--- src/rtl/sdram_fifo_ctrl_if.sv ---
// sdram_fifo_ctrl_if: sample stream and RAM-side signals of the FIFO controller
interface sdram_fifo_ctrl_if #(
  parameter int ADDR_WIDTH = 23,
  parameter int DATA_WIDTH = 16
);
  logic in_valid, in_ready, out_valid, out_ready, mem_we;
  logic [DATA_WIDTH-1:0] in_data, out_data, mem_din, mem_dout;
  logic [ADDR_WIDTH:0] level;
  logic [ADDR_WIDTH-1:0] mem_addr;
  modport master (
    input in_valid, in_data, out_ready, mem_dout,
    output in_ready, out_valid, out_data, level, mem_we, mem_addr, mem_din
  );
  modport slave (
    output in_valid, in_data, out_ready, mem_dout,
    input in_ready, out_valid, out_data, level, mem_we, mem_addr, mem_din
  );
endinterface

--- src/rtl/sdram_fifo_ctrl.sv ---
// sdram_fifo_ctrl: single-port RAM used as a circular sample FIFO with a 2-entry output buffer
module sdram_fifo_ctrl #(
  parameter int ADDR_WIDTH = 23,
  parameter int DATA_WIDTH = 16
) (
  input logic clk,
  input logic reset,
  sdram_fifo_ctrl_if.master bus
);
  localparam logic [0:0] G_WR = 1'b0, G_RD = 1'b1;
  logic [ADDR_WIDTH:0] wr_ptr, rd_ptr, level;
  logic [ADDR_WIDTH-1:0] addr_q;
  logic [DATA_WIDTH-1:0] buf0, buf1;
  logic [1:0] buf_count;
  logic [0:0] last_grant;
  logic rd_pending, full, empty, want_wr, want_rd, grant_wr, grant_rd, push, pop;
  // status, credit-checked requests and alternating arbitration; nothing is granted while in reset
  always_comb begin
    level = wr_ptr - rd_ptr;
    full = level[ADDR_WIDTH];
    empty = level == '0;
    want_wr = !reset && bus.in_valid && !full;
    want_rd = !reset && !empty && ({1'b0, buf_count} + {2'b0, rd_pending}) < 3'd2;
    grant_wr = want_wr && (!want_rd || last_grant == G_RD);
    grant_rd = want_rd && !grant_wr;
    push = rd_pending;
    pop = buf_count != 2'd0 && bus.out_ready;
  end
  assign bus.in_ready = grant_wr;
  assign bus.mem_we = grant_wr;
  assign bus.mem_addr = grant_wr ? wr_ptr[ADDR_WIDTH-1:0] : grant_rd ? rd_ptr[ADDR_WIDTH-1:0] : addr_q;
  assign bus.mem_din = grant_wr ? bus.in_data : '0;
  assign bus.level = level;
  assign bus.out_valid = buf_count != 2'd0;
  assign bus.out_data = buf0;
  // pointers, read-in-flight flag and output buffer; a returning read lands behind whatever survives the pop
  always_ff @(posedge clk) begin
    if (reset) begin
      wr_ptr <= '0;
      rd_ptr <= '0;
      addr_q <= '0;
      last_grant <= G_WR;
      rd_pending <= 1'b0;
      buf_count <= '0;
      buf0 <= '0;
      buf1 <= '0;
    end else begin
      wr_ptr <= wr_ptr + (ADDR_WIDTH+1)'(grant_wr);
      rd_ptr <= rd_ptr + (ADDR_WIDTH+1)'(grant_rd);
      addr_q <= bus.mem_addr;
      if (grant_wr || grant_rd) last_grant <= grant_rd ? G_RD : G_WR;
      rd_pending <= grant_rd;
      buf_count <= buf_count + 2'(push) - 2'(pop);
      if (pop) buf0 <= buf1;
      if (push && buf_count - 2'(pop) == 2'd0) buf0 <= bus.mem_dout;
      if (push && buf_count - 2'(pop) != 2'd0) buf1 <= bus.mem_dout;
    end
  end
endmodule

--- src/flat_wrapper.sv ---
// flat-port wrapper written by rule: the top's interface ports become plain ports
module sdram_fifo_ctrl_flat 
#(
  parameter int ADDR_WIDTH = 23,
  parameter int DATA_WIDTH = 16
)
  (clk, reset, bus_in_valid, bus_in_data, bus_out_ready, bus_mem_dout, bus_in_ready, bus_out_valid, bus_out_data, bus_level, bus_mem_we, bus_mem_addr, bus_mem_din);
  sdram_fifo_ctrl_if #(.ADDR_WIDTH(ADDR_WIDTH), .DATA_WIDTH(DATA_WIDTH)) bus_i ();
  input logic clk;
  input logic reset;
  input wire logic [$bits(bus_i.in_valid)-1:0] bus_in_valid;
  input wire logic [$bits(bus_i.in_data)-1:0] bus_in_data;
  input wire logic [$bits(bus_i.out_ready)-1:0] bus_out_ready;
  input wire logic [$bits(bus_i.mem_dout)-1:0] bus_mem_dout;
  output wire logic [$bits(bus_i.in_ready)-1:0] bus_in_ready;
  output wire logic [$bits(bus_i.out_valid)-1:0] bus_out_valid;
  output wire logic [$bits(bus_i.out_data)-1:0] bus_out_data;
  output wire logic [$bits(bus_i.level)-1:0] bus_level;
  output wire logic [$bits(bus_i.mem_we)-1:0] bus_mem_we;
  output wire logic [$bits(bus_i.mem_addr)-1:0] bus_mem_addr;
  output wire logic [$bits(bus_i.mem_din)-1:0] bus_mem_din;
  assign bus_i.in_valid = bus_in_valid;
  assign bus_i.in_data = bus_in_data;
  assign bus_i.out_ready = bus_out_ready;
  assign bus_i.mem_dout = bus_mem_dout;
  assign bus_in_ready = bus_i.in_ready;
  assign bus_out_valid = bus_i.out_valid;
  assign bus_out_data = bus_i.out_data;
  assign bus_level = bus_i.level;
  assign bus_mem_we = bus_i.mem_we;
  assign bus_mem_addr = bus_i.mem_addr;
  assign bus_mem_din = bus_i.mem_din;
  sdram_fifo_ctrl #(.ADDR_WIDTH(ADDR_WIDTH), .DATA_WIDTH(DATA_WIDTH)) u_core (.clk(clk), .reset(reset), .bus(bus_i));
endmodule
--- config.mk ---
export PLATFORM = sky130hd
export DESIGN_NAME = sdram_fifo_ctrl_flat
export DESIGN_NICKNAME = d
export VERILOG_FILES = /design/src/rtl/sdram_fifo_ctrl_if.sv /design/src/rtl/sdram_fifo_ctrl.sv /design/src/flat_wrapper.sv
export SDC_FILE = /design/constraint.sdc
export NUM_CORES = 1
export LEC_CHECK = 0
export ABC_AREA = 1
export BUFFER_PORTS_ARGS = -buffer_cell sky130_fd_sc_hd__buf_2
export CAP_MARGIN = 25
export CORE_ASPECT_RATIO = 1.75
export CORE_MARGIN = 3
export CORE_UTILIZATION = 59
export CTS_BUF_LIST = sky130_fd_sc_hd__clkbuf_2 sky130_fd_sc_hd__clkbuf_4 sky130_fd_sc_hd__clkbuf_8
export CTS_CLUSTER_SIZE = 25
export DETAILED_ROUTE_END_ITERATION = 8
export GPL_TIMING_DRIVEN = 0
export HOLD_SLACK_MARGIN = 0.06
export PLACE_DENSITY = 0.88
export SLEW_MARGIN = 40
export SYNTH_ARGS = -nofsm -noshare
export SYNTH_HDL_FRONTEND = slang
export SYNTH_SLANG_ARGS = --single-unit
export TNS_END_PERCENT = 10
--- constraint.sdc ---
create_clock -name clk -period 5.13 [get_ports clk]
set_input_delay 0.2565 -clock clk [delete_from_list [all_inputs] [get_ports clk]]
set_output_delay 0.2565 -clock clk [all_outputs]
set_load 0.05 [all_outputs]
==> results.sh <==
export IMPL_status="complete, no violations"
export IMPL_synthesis_area_um2=7120
export IMPL_min_from="bus_mem_dout[1]"
export IMPL_overflow=0
export IMPL_async_flop_share=0
export IMPL_power_density_nw_per_um2=441
export IMPL_slowest_stage="dfxtp_1"
export IMPL_die_area_um2=13500
export IMPL_power_frac_comb=0.564
export IMPL_synthFlopType="dfxtp_1"
export IMPL_p_leak_nw=4.39
export IMPL_slowest_delay_ns=0.40
export IMPL_r2r_start="u_core.rd_ptr[5]$_SDFF_PP0_"
export IMPL_p_switching_mw=1.93
export IMPL_grt_pass1_vias=7021
export IMPL_setup_viol=0
export IMPL_place_hpwl_um=15600
export IMPL_drive_above_1_share=0.223
export IMPL_rows=52
export IMPL_path_clk_slew_ns=0.11
export IMPL_maxCapViolCount=0
export IMPL_setup_ws_ns=0.360
export IMPL_p_int_mw=1.72
export IMPL_vias=7495
export IMPL_power_mw=3.65
export IMPL_place_inst=1339
export IMPL_cts_tree="done"
export IMPL_r2r_end="u_core.rd_ptr[18]$_SDFF_PP0_"
export IMPL_p_clk_frac=0.151
export IMPL_fmax_mhz=210
export IMPL_grt_util_all_layers=0.297
export IMPL_final_core_util=0.706
export IMPL_htree_num_levels=3
export IMPL_ys_seq_elements=107
export IMPL_period_share=0.930
export IMPL_cts_inserted_buffers=9
export IMPL_yosysSeqAreaShare=0.301
export IMPL_area_growth_pct=16.1
export IMPL_slew_headroom=0.601
export IMPL_pre_cts_slack_ns=-0.320
export IMPL_n_fill_cell=1009
export IMPL_finClkSkew_ns=0.0158
export IMPL_cp_arrival_ns=5.01
export IMPL_drt_wl_total_um=19800
export IMPL_final_common_cell="nand2_1"
export IMPL_cts_root_buf="clkbuf_8"
export IMPL_port_buffers=117
export IMPL_tightest_slew_ns=0.598
export IMPL_gp_congestion=0.961
export IMPL_end_kind="flip-flop"
export IMPL_instances_no_fill=1362
export IMPL_hold_class="input port to flip-flop"
export IMPL_swShare=0.528
export IMPL_ff2ff_setup_slack_ns=0.36
export IMPL_first_pass_iters=5
export IMPL_hold_viol_final=0
export IMPL_critPathKind="flip-flop to flip-flop"
export IMPL_whs_path_depth=3
export IMPL_cts_sinks=107
export IMPL_slew_violations=0
export IMPL_start_kind="flip-flop"
export IMPL_post_synth_cell_area_avg_um2=6.55
export IMPL_ant_nets=0
export IMPL_hold_slack_ns=0.145
export IMPL_routed_via_density=5.50
export IMPL_wl_per_cell_um=14.5
export IMPL_yosys_warnings=0
export IMPL_hold_end="u_core.buf1[1]$_SDFFE_PP0P_"
export IMPL_first_iter_violations=635
export IMPL_placed_cell_area_um2=7870
export IMPL_fin_tns_setup_ns=0
export IMPL_grt_max_degree=20
export IMPL_coreArea_um2=11700
export IMPL_irDropWorstVdd_mv=0.479
export IMPL_drc=0
export IMPL_insertion_delay_ns=0.38
export IMPL_reg2regPathDepth=31
export IMPL_syn_nets=1153
export IMPL_cp_startpoint="u_core.rd_ptr[5]$_SDFF_PP0_"
export IMPL_fp_dieW_um=89.0
export IMPL_layout_common_cells="252 x nand2_1, 190 x inv_1, 127 x buf_2"
export IMPL_synth_edf_count=0
export IMPL_path_max_fanout=10
export IMPL_clockBufferDepth=2
export IMPL_diodes=0
export IMPL_die_h_um=151
export IMPL_seq_power_share=0.285
export IMPL_worstPathRequired_ns=5.37
export IMPL_start_util=0.608
export IMPL_nNetsFinal=1288
export IMPL_grt_pass1_wl_um=31600
export IMPL_pin_count=118
export IMPL_antenna_found_initial=0
export IMPL_syn_inst=1087
export IMPL_fin_crit_ns=4.77
export IMPL_ys_types=42
export IMPL_fin_area_um2=8270
==> cell type report <==
| type | count | area [µm²] | share of cell area |
|---|---|---|---|
| Inverter | 201 | 757 | 0.0916 |
| Tap cell | 135 | 169 | 0.0204 |
| Clock inverter | 7 | 83.8 | 0.0101 |
| Clock buffer | 9 | 124 | 0.0150 |
| Timing Repair Buffer | 124 | 638 | 0.0772 |
| Buffer | 37 | 210 | 0.0254 |
| Sequential cell | 107 | 2150 | 0.260 |
| Multi-Input combinational cell | 742 | 4140 | 0.501 |
==> layer usage <==
metal,global-route usage,routed length (µm),up-vias
met5,0,0,-
met4,0.139,819,0
met3,0.0425,1050,59
met2,0.560,10800,262
met1,0.313,7090,3428
li1,-,-,3746
==> cell families after synthesis <==
group	after synthesis	share of synthesized area
AO/OA/AOI/OAI	127	0.113
buffers and inverters	238	0.136
adder cells (fa/ha/maj)	30	0.0538
XOR/XNOR	7	0.00861
AND/OR/NAND/NOR	578	0.389
flip-flops	107	0.301
==> critical path, delay by kind of cell (launching register included) <==
family	cells	cell delay, ns
AND/OR/NAND/NOR	21	2.67
adder cells (fa/ha/maj)	3	0.77
buffers and inverters	7	0.76
flip-flops	1	0.40
==> power groups by stage <==
stage               sequential (mW)  clock (mW)  combinational, mW
floorplan                      1.24           0               1.38
global placement               1.05           0               1.99
detailed placement             1.05           0               2.02
CTS                            1.04       0.549               2.03
global route                   1.05       0.587               2.23
finish                         1.04       0.550               2.06
==> worst max path at each step <==
stage                                   end  slack (ns)  cells after the start
2_1_floorplan  u_core.wr_ptr[20]$_SDFF_PP0_        0.26                     33
3_3_place_gp   u_core.wr_ptr[22]$_SDFF_PP0_       -0.11                     33
3_5_place_dp   u_core.wr_ptr[22]$_SDFF_PP0_       -0.32                     33
4_1_cts        u_core.wr_ptr[20]$_SDFF_PP0_       0.005                     35
5_1_grt        u_core.wr_ptr[21]$_SDFF_PP0_       -0.07                     35
6_report       u_core.rd_ptr[18]$_SDFF_PP0_        0.36                     31
==> synth_stat cells (6+ instances only) <==
| cell type | number | area share |
|---|---|---|
| nand2_1 | 255 | 0.13 |
| inv_1 | 193 | 0.10 |
| nor2_1 | 121 | 0.064 |
| dfxtp_1 | 107 | 0.30 |
| nand3_1 | 66 | 0.046 |
| a21oi_1 | 42 | 0.030 |
| nand3_2 | 42 | 0.059 |
| o21ai_0 | 37 | 0.026 |
| ha_1 | 29 | 0.051 |
| nor3_1 | 27 | 0.019 |
| o2111ai_1 | 23 | 0.028 |
| nor2_2 | 22 | 0.019 |
| clkbuf_1 | 21 | 0.011 |
| a311oi_1 | 16 | 0.020 |
| nand4_1 | 13 | 0.011 |
| nand2_2 | 11 | 0.0097 |
| buf_2 | 10 | 0.0070 |
| nand3b_1 | 7 | 0.0074 |
| inv_2 | 6 | 0.0032 |
==> what timing repair did <==
action | 4_1_cts | 5_1_grt
setup buffers | 0 | 7
pin swaps | 0 | 7
cloned | 0 | 0
endpoints found under the hold margin | 0 | 0
hold buffers | 0 | 0
resized for setup | 7 | 30
setup endpoints to repair | 13 | 21
==> registers in the layout (all words and copies together), names as in the netlist <==
signal and cells:
u_core.push 1, u_core.buf_count 2, u_core.buf1 16, u_core.last_grant 1, u_core.wr_ptr 24, u_core.bus.out_data 16, u_core.rd_ptr 24, u_core.addr_q 23
Note: power is estimated with default switching activity, not from simulation.
